[config.mk]
export PLATFORM = sky130hd
export DESIGN_NAME = mmio_input_ctrl
export DESIGN_NICKNAME = d
export VERILOG_FILES = /design/src/rtl/mmio_input_ctrl.sv
export SDC_FILE = /design/constraint.sdc
export NUM_CORES = 1
export LEC_CHECK = 0
export CAP_MARGIN = 20
export CORE_ASPECT_RATIO = 0.75
export CORE_MARGIN = 4
export CORE_UTILIZATION = 30
export CTS_BUF_LIST = sky130_fd_sc_hd__clkbuf_2
export DETAILED_ROUTE_END_ITERATION = 10
export PLACE_DENSITY = 0.58
export SLEW_MARGIN = 20
export SYNTH_ARGS = -nofsm -noshare
export SYNTH_HDL_FRONTEND = slang
export SYNTH_SLANG_ARGS = --single-unit
[constraint.sdc]
create_clock -name clk -period 5.48 [get_ports clk]
set_input_delay 0.822 -clock clk [delete_from_list [all_inputs] [get_ports clk]]
set_output_delay 0.822 -clock clk [all_outputs]
set_load 0.05 [all_outputs]
[src/rtl/mmio_input_ctrl.sv]
// rtl/mmio_input_ctrl.sv - NUM_CH synchronized, debounced inputs with W1C edge pending and maskable irq
// Optional hold/long-press detection is built only when INPUT_LONGPRESS_EN is defined.
`timescale 1ns/1ps
`ifndef XLEN
`define XLEN 32
`endif
`ifndef ADDR_W
`define ADDR_W 32
`endif
`ifndef IO_BASE_ADDR
`define IO_BASE_ADDR 32'h8000_0000
`endif
`ifndef IO_BTN_OFFSET
`define IO_BTN_OFFSET 32'h0000_0040
`endif

module mmio_input_ctrl #(
  parameter int unsigned         NUM_CH      = 5,
  parameter bit                  ACTIVE_LOW  = 1'b0,
  parameter int unsigned         SYNC_STAGES = 2,
  parameter int unsigned         CNT_W       = 20,
  parameter logic [CNT_W-1:0]    DB_RESET    = CNT_W'(100000),
  parameter logic [`ADDR_W-1:0]  BASE_ADDR   = `IO_BASE_ADDR + `IO_BTN_OFFSET
) (
  input  logic               clk,
  input  logic               rst,
  input  logic               mmio_req,
  input  logic               mmio_we,
  input  logic [`ADDR_W-1:0] mmio_addr,
  input  logic [`XLEN-1:0]   mmio_wdata,
  output logic [`XLEN-1:0]   mmio_rdata,
  output logic               mmio_ready,
  input  logic [NUM_CH-1:0]  in_raw,
  output logic               irq
);
  localparam int unsigned LAST = SYNC_STAGES - 1;

  logic [NUM_CH-1:0]  sync_q [SYNC_STAGES];
  logic [NUM_CH-1:0]  state_q, rise_q, fall_q, en_rise_q, en_fall_q;
  logic [CNT_W-1:0]   db_cfg_q;
  logic [CNT_W-1:0]   cnt_q [NUM_CH];
  logic               ready_q;
  logic [`XLEN-1:0]   rdata_q, rdata_d;
  logic [`ADDR_W-1:0] off;
  logic               in_blk, wr, wr_rise, wr_fall, wr_en, wr_db, irq_lp;
  logic [2:0]         widx;
  logic [NUM_CH-1:0]  sync_w, diff, fire, rise_set, fall_set;
  logic [CNT_W-1:0]   keff_m1;
  logic               unused_bits;

  assign off     = mmio_addr - BASE_ADDR;
  assign in_blk  = (off[`ADDR_W-1:5] == '0);
  assign widx    = off[4:2];
  assign wr      = mmio_req & mmio_we & in_blk;
  assign wr_rise = wr && (widx == 3'd2);
  assign wr_fall = wr && (widx == 3'd3);
  assign wr_en   = wr && (widx == 3'd4);
  assign wr_db   = wr && (widx == 3'd5);
  assign unused_bits = ^{off[1:0], mmio_wdata};

  assign sync_w  = sync_q[LAST];
  assign keff_m1 = (db_cfg_q == '0) ? '0 : db_cfg_q - CNT_W'(1);
  assign diff    = sync_w ^ state_q;

  always_comb begin
    fire = '0;
    for (int i = 0; i < NUM_CH; i++) fire[i] = diff[i] && (cnt_q[i] == keff_m1);
  end
  assign rise_set = fire & sync_w;
  assign fall_set = fire & ~sync_w;

  always_ff @(posedge clk) begin
    if (rst) begin
      for (int s = 0; s < SYNC_STAGES; s++) sync_q[s] <= '0;
    end else begin
      sync_q[0] <= ACTIVE_LOW ? ~in_raw : in_raw;
      for (int s = 1; s < SYNC_STAGES; s++) sync_q[s] <= sync_q[s-1];
    end
  end

  // Hardware sets are ORed after the W1C mask so a coincident edge survives the clear.
  always_ff @(posedge clk) begin
    if (rst) begin
      state_q   <= '0;
      rise_q    <= '0;
      fall_q    <= '0;
      en_rise_q <= '0;
      en_fall_q <= '0;
      db_cfg_q  <= DB_RESET;
      for (int i = 0; i < NUM_CH; i++) cnt_q[i] <= '0;
    end else begin
      state_q <= state_q ^ fire;
      for (int i = 0; i < NUM_CH; i++)
        cnt_q[i] <= (wr_db || !diff[i] || fire[i]) ? '0 : cnt_q[i] + CNT_W'(1);
      rise_q <= (wr_rise ? (rise_q & ~mmio_wdata[NUM_CH-1:0]) : rise_q) | rise_set;
      fall_q <= (wr_fall ? (fall_q & ~mmio_wdata[NUM_CH-1:0]) : fall_q) | fall_set;
      if (wr_en) begin
        en_rise_q <= mmio_wdata[NUM_CH-1:0];
        en_fall_q <= mmio_wdata[16 +: NUM_CH];
      end
      if (wr_db) db_cfg_q <= mmio_wdata[CNT_W-1:0];
    end
  end

`ifdef INPUT_LONGPRESS_EN
  logic [23:0]       lp_l_q;
  logic              lp_ie_q, wr_lpc, wr_lpp;
  logic [NUM_CH-1:0] lp_pend_q, lp_hit;
  logic [23:0]       hold_q [NUM_CH];

  assign wr_lpc = wr && (widx == 3'd6);
  assign wr_lpp = wr && (widx == 3'd7);

  // Saturating hold counter reaches L at most once per press.
  always_comb begin
    lp_hit = '0;
    for (int i = 0; i < NUM_CH; i++)
      lp_hit[i] = state_q[i] && (lp_l_q != '0) && (hold_q[i] != '1) && (hold_q[i] + 24'd1 == lp_l_q);
  end

  always_ff @(posedge clk) begin
    if (rst) begin
      lp_l_q    <= '0;
      lp_ie_q   <= 1'b0;
      lp_pend_q <= '0;
      for (int i = 0; i < NUM_CH; i++) hold_q[i] <= '0;
    end else begin
      for (int i = 0; i < NUM_CH; i++)
        hold_q[i] <= !state_q[i] ? '0 : ((hold_q[i] == '1) ? hold_q[i] : hold_q[i] + 24'd1);
      lp_pend_q <= (wr_lpp ? (lp_pend_q & ~mmio_wdata[NUM_CH-1:0]) : lp_pend_q) | lp_hit;
      if (wr_lpc) begin
        lp_l_q  <= mmio_wdata[23:0];
        lp_ie_q <= mmio_wdata[31];
      end
    end
  end
  assign irq_lp = (|lp_pend_q) & lp_ie_q;
`else
  assign irq_lp = 1'b0;
`endif

  always_comb begin
    rdata_d = '0;
    if (in_blk) begin
      case (widx)
        3'd0: rdata_d[NUM_CH-1:0] = state_q;
        3'd1: rdata_d[NUM_CH-1:0] = sync_w;
        3'd2: rdata_d[NUM_CH-1:0] = rise_q;
        3'd3: rdata_d[NUM_CH-1:0] = fall_q;
        3'd4: begin
          rdata_d[NUM_CH-1:0]  = en_rise_q;
          rdata_d[16 +: NUM_CH] = en_fall_q;
        end
        3'd5: rdata_d[CNT_W-1:0] = db_cfg_q;
`ifdef INPUT_LONGPRESS_EN
        3'd6: begin
          rdata_d[23:0] = lp_l_q;
          rdata_d[31]   = lp_ie_q;
        end
        3'd7: rdata_d[NUM_CH-1:0] = lp_pend_q;
`endif
        default: rdata_d = '0;
      endcase
    end
  end

  always_ff @(posedge clk) begin
    if (rst) begin
      ready_q <= 1'b0;
      rdata_q <= '0;
    end else begin
      ready_q <= mmio_req;
      if (mmio_req) rdata_q <= rdata_d;
    end
  end

  assign mmio_ready = ready_q;
  assign mmio_rdata = rdata_q;
  assign irq = (|(rise_q & en_rise_q)) | (|(fall_q & en_fall_q)) | irq_lp;
endmodule
==> metrics.txt <==
Core Region=37200 um2; Initial Utilization=30.6%; clk_lat worst skew=880 ps; vias in the first global route=9910; post-DP HPWL=28900 um; CP max stage cell=dfxtp_1; Seq pwr share=60.6%; Peak Freq=222 MHz; nets@finish=1488; critical path class=flop to flop; CTS H-tree depth=4; Seq cells post-synth=177; number of synthesized flops with an enable pin=0; setup_tns=0 ps; number of CTS-inserted buffers=17; antenna violations before repair=1; GPL Wtd Cong=0.962; Reg clk slew, reported paths=270 ps; layout cell share with drive strength beyond 1=7.75%; post-cts repair resize count=0; Final Core Density=34.4%; logic gate share of total power=6.2%; total gr overflow=0; mean area per synthesized cell=8.16 um2; drc violations=0; Final Worst Setup Slack=973 ps; drt first pass iters=5; CP delay by family, top=simple AND/OR/NAND/NOR gates; Clock power frac=33.3%; Pwr Total=2.15 mW; WL/cell=20.2 um; row cnt=61; Min Hold Slack=389 ps; Place WS=783 ps; top sig layer=met4; Worst-Margin Slew=1050 ps; Syn Inst Count=1396; met2 routed WL=15300 um; Final Hold Viols=0; Worst Path Required=6300 ps; CTS Sinks=177; cts hold-fix bufs=0; Arrival @ worst endpoint=5330 ps; Root Buffer=clkbuf_2; synth warn=0; largest net degree at the start of global routing=67; Worst VDD drop=0.000104 V; Unique masters post-synth=80; period utilisation layout=82.2%; Total GRT Usage=18.6%; static leakage=3.98 nW; Crit path largest cell delay=630 ps; Port Buf Inserts=82; max cap viols=0; DRT iter0 DRCs=1529; # setup viols final=0; number of buffers and inverters on the critical path=3; CP Launch Type=flop; Worst path most repeated cell=buf_4; Final ANT Viol Nets=0; minimum clock period=4510 ps; Post-Syn Area=11400 um2; Hold WC Path Type=input pin to flop; Sw Ratio=26.8%; Worst Skew=53.2 ps; first-pass GRT wire length=60200 um; met1 WL=19200 um; outcome=finished clean; CP endpoint kind=flop; die height=177 um; Ports=107; CTS tree=yes; ys async rst share=0%; met3 WL=3680 um; Max transition margin=30.1%; unrepaired setup endpoints after global routing=false; switching pwr=0.576 mW; Slew Viols, Final=0; vias per std cell=5.67; crit-path cells=nor4_2, buf_4, nand4_1, nor2_2, buf_4, nor3_1, a2111oi_0, o2111ai_1, nor4_4, buf_4, mux2i_1; sequential area share after synthesis=31.1%; Vias=10900; Synth-to-Final Area Change=12.6%; Post-CTS Setup Repair Bufs=0; Synth Flop Type=dfxtp_1; Die ar.=41200 um2; CP max FO=41; total wire length=38800 um; Pint=1.57 mW; Die X=233 um; CTS max path bufs=2; PD cells=168 nW/um2
[cell usage in the layout, fill, tap and decap left out, types with 14 or more instances in the layout]
cell type / synthesis / final
clkbuf_2: 1 / 18
or4_1: 15 / 15
o22ai_1: 20 / 20
nor2b_1: 33 / 33
nor3_1: 44 / 44
nor4_1: 113 / 112
o21ai_0: 28 / 28
nor3b_1: 15 / 15
nand2_1: 70 / 70
nand2b_1: 27 / 27
clkdlybuf4s50_1: 0 / 80
mux2i_1: 37 / 37
and3_1: 15 / 15
xnor2_1: 74 / 74
buf_4: 14 / 28
a22oi_1: 14 / 14
xor2_1: 60 / 60
a21oi_1: 45 / 45
dfxtp_1: 177 / 177
nor2_1: 114 / 113
nand3_1: 64 / 64
inv_1: 31 / 31
nand4_1: 33 / 33
[worst register-to-register path: stages (launching register included)]
cell and delay, ps:
dfxtp_1 630, nor4_2 400, buf_4 230, nand4_1 570, nor2_2 330, buf_4 470, nor3_1 100, a2111oi_0 550
o2111ai_1 340, nor4_4 330, buf_4 310, mux2i_1 220
[cell type report]
type,count,area (um2)
Clock inverter,13,153
Sequential cell,177,3540
Timing Repair Buffer,111,1060
Multi-Input combinational cell,1068,7230
Fill cell,3926,24400
Antenna cell,1,2.50
Clock buffer,18,90.1
Tap cell,504,631
Inverter,32,120
[through the flow]
step / cells / instance area [um2]
global placement: 1892 / 12600
detailed placement: 1892 / 12600
floorplan: 1406 / 11400
CTS: 1923 / 12800
finish: 1924 / 12800
global route: 1924 / 12800
[synthesized netlist by cell type (all sizes together), types with 13 or more instances]
cell,number,area [um2]
a21oi,45,225
a22o,13,114
a22oi,14,105
and3,16,105
buf,48,279
clkbuf,81,305
dfxtp,177,3540
inv,31,116
mux2,13,146
mux2i,37,370
nand2,70,263
nand2b,27,169
nand3,64,320
nand4,33,206
nor2,114,428
nor2b,33,206
nor3,44,220
nor3b,17,138
nor4,122,846
o21ai,29,145
o22ai,20,125
or4,18,146
xnor2,74,648
xor2,60,526
[path summary, 6_finish.rpt]
check,startpoint,slack [ps],endpoint,cells past startpoint
max,db_cfg_q[5],970,flop,11
min,rst,390,db_cfg_q[13],2
min reg2reg,sync_q[0][3],460,sync_q[0][8],1
max reg2reg,db_cfg_q[5],970,flop,11
[sequential cells by signal, summed over array words and instances (netlist names), named ones only]
register and flops:
en_rise_q 5, cnt_q 100, en_fall_q 5, sync_q 10, rise_q 5, mmio_ready 1, db_cfg_q 20, mmio_rdata 21
fall_q 5
[power groups by stage]
stage | sequential [mW] | combinational, mW | clock [mW]
2_1_floorplan | 1.32 | 0.0703 | 0
3_3_place_gp | 1.33 | 0.130 | 0
3_5_place_dp | 1.33 | 0.132 | 0
4_1_cts | 1.30 | 0.132 | 0.748
5_1_grt | 1.31 | 0.142 | 0.792
6_report | 1.30 | 0.132 | 0.715
[routing by layer]
metal / GRT usage, % / up-vias
li1: - / 5179
met1: 29.4 / 5199
met2: 24.9 / 475
met3: 5.02 / 54
met4: 3.68 / 0
met5: 0 / -
[cell families after synthesis]
logic type               share of synthesized area [%]
XOR/XNOR                                          10.9
buffers and inverters                             6.18
adder cells (fa/ha/maj)                          0.878
multiplexers                                      4.93
other                                           0.0329
flip-flops                                        31.1
AO/OA/AOI/OAI                                     14.9
AND/OR/NAND/NOR                                   31.1
No activity file was read; power rests on OpenSTA's default activity.
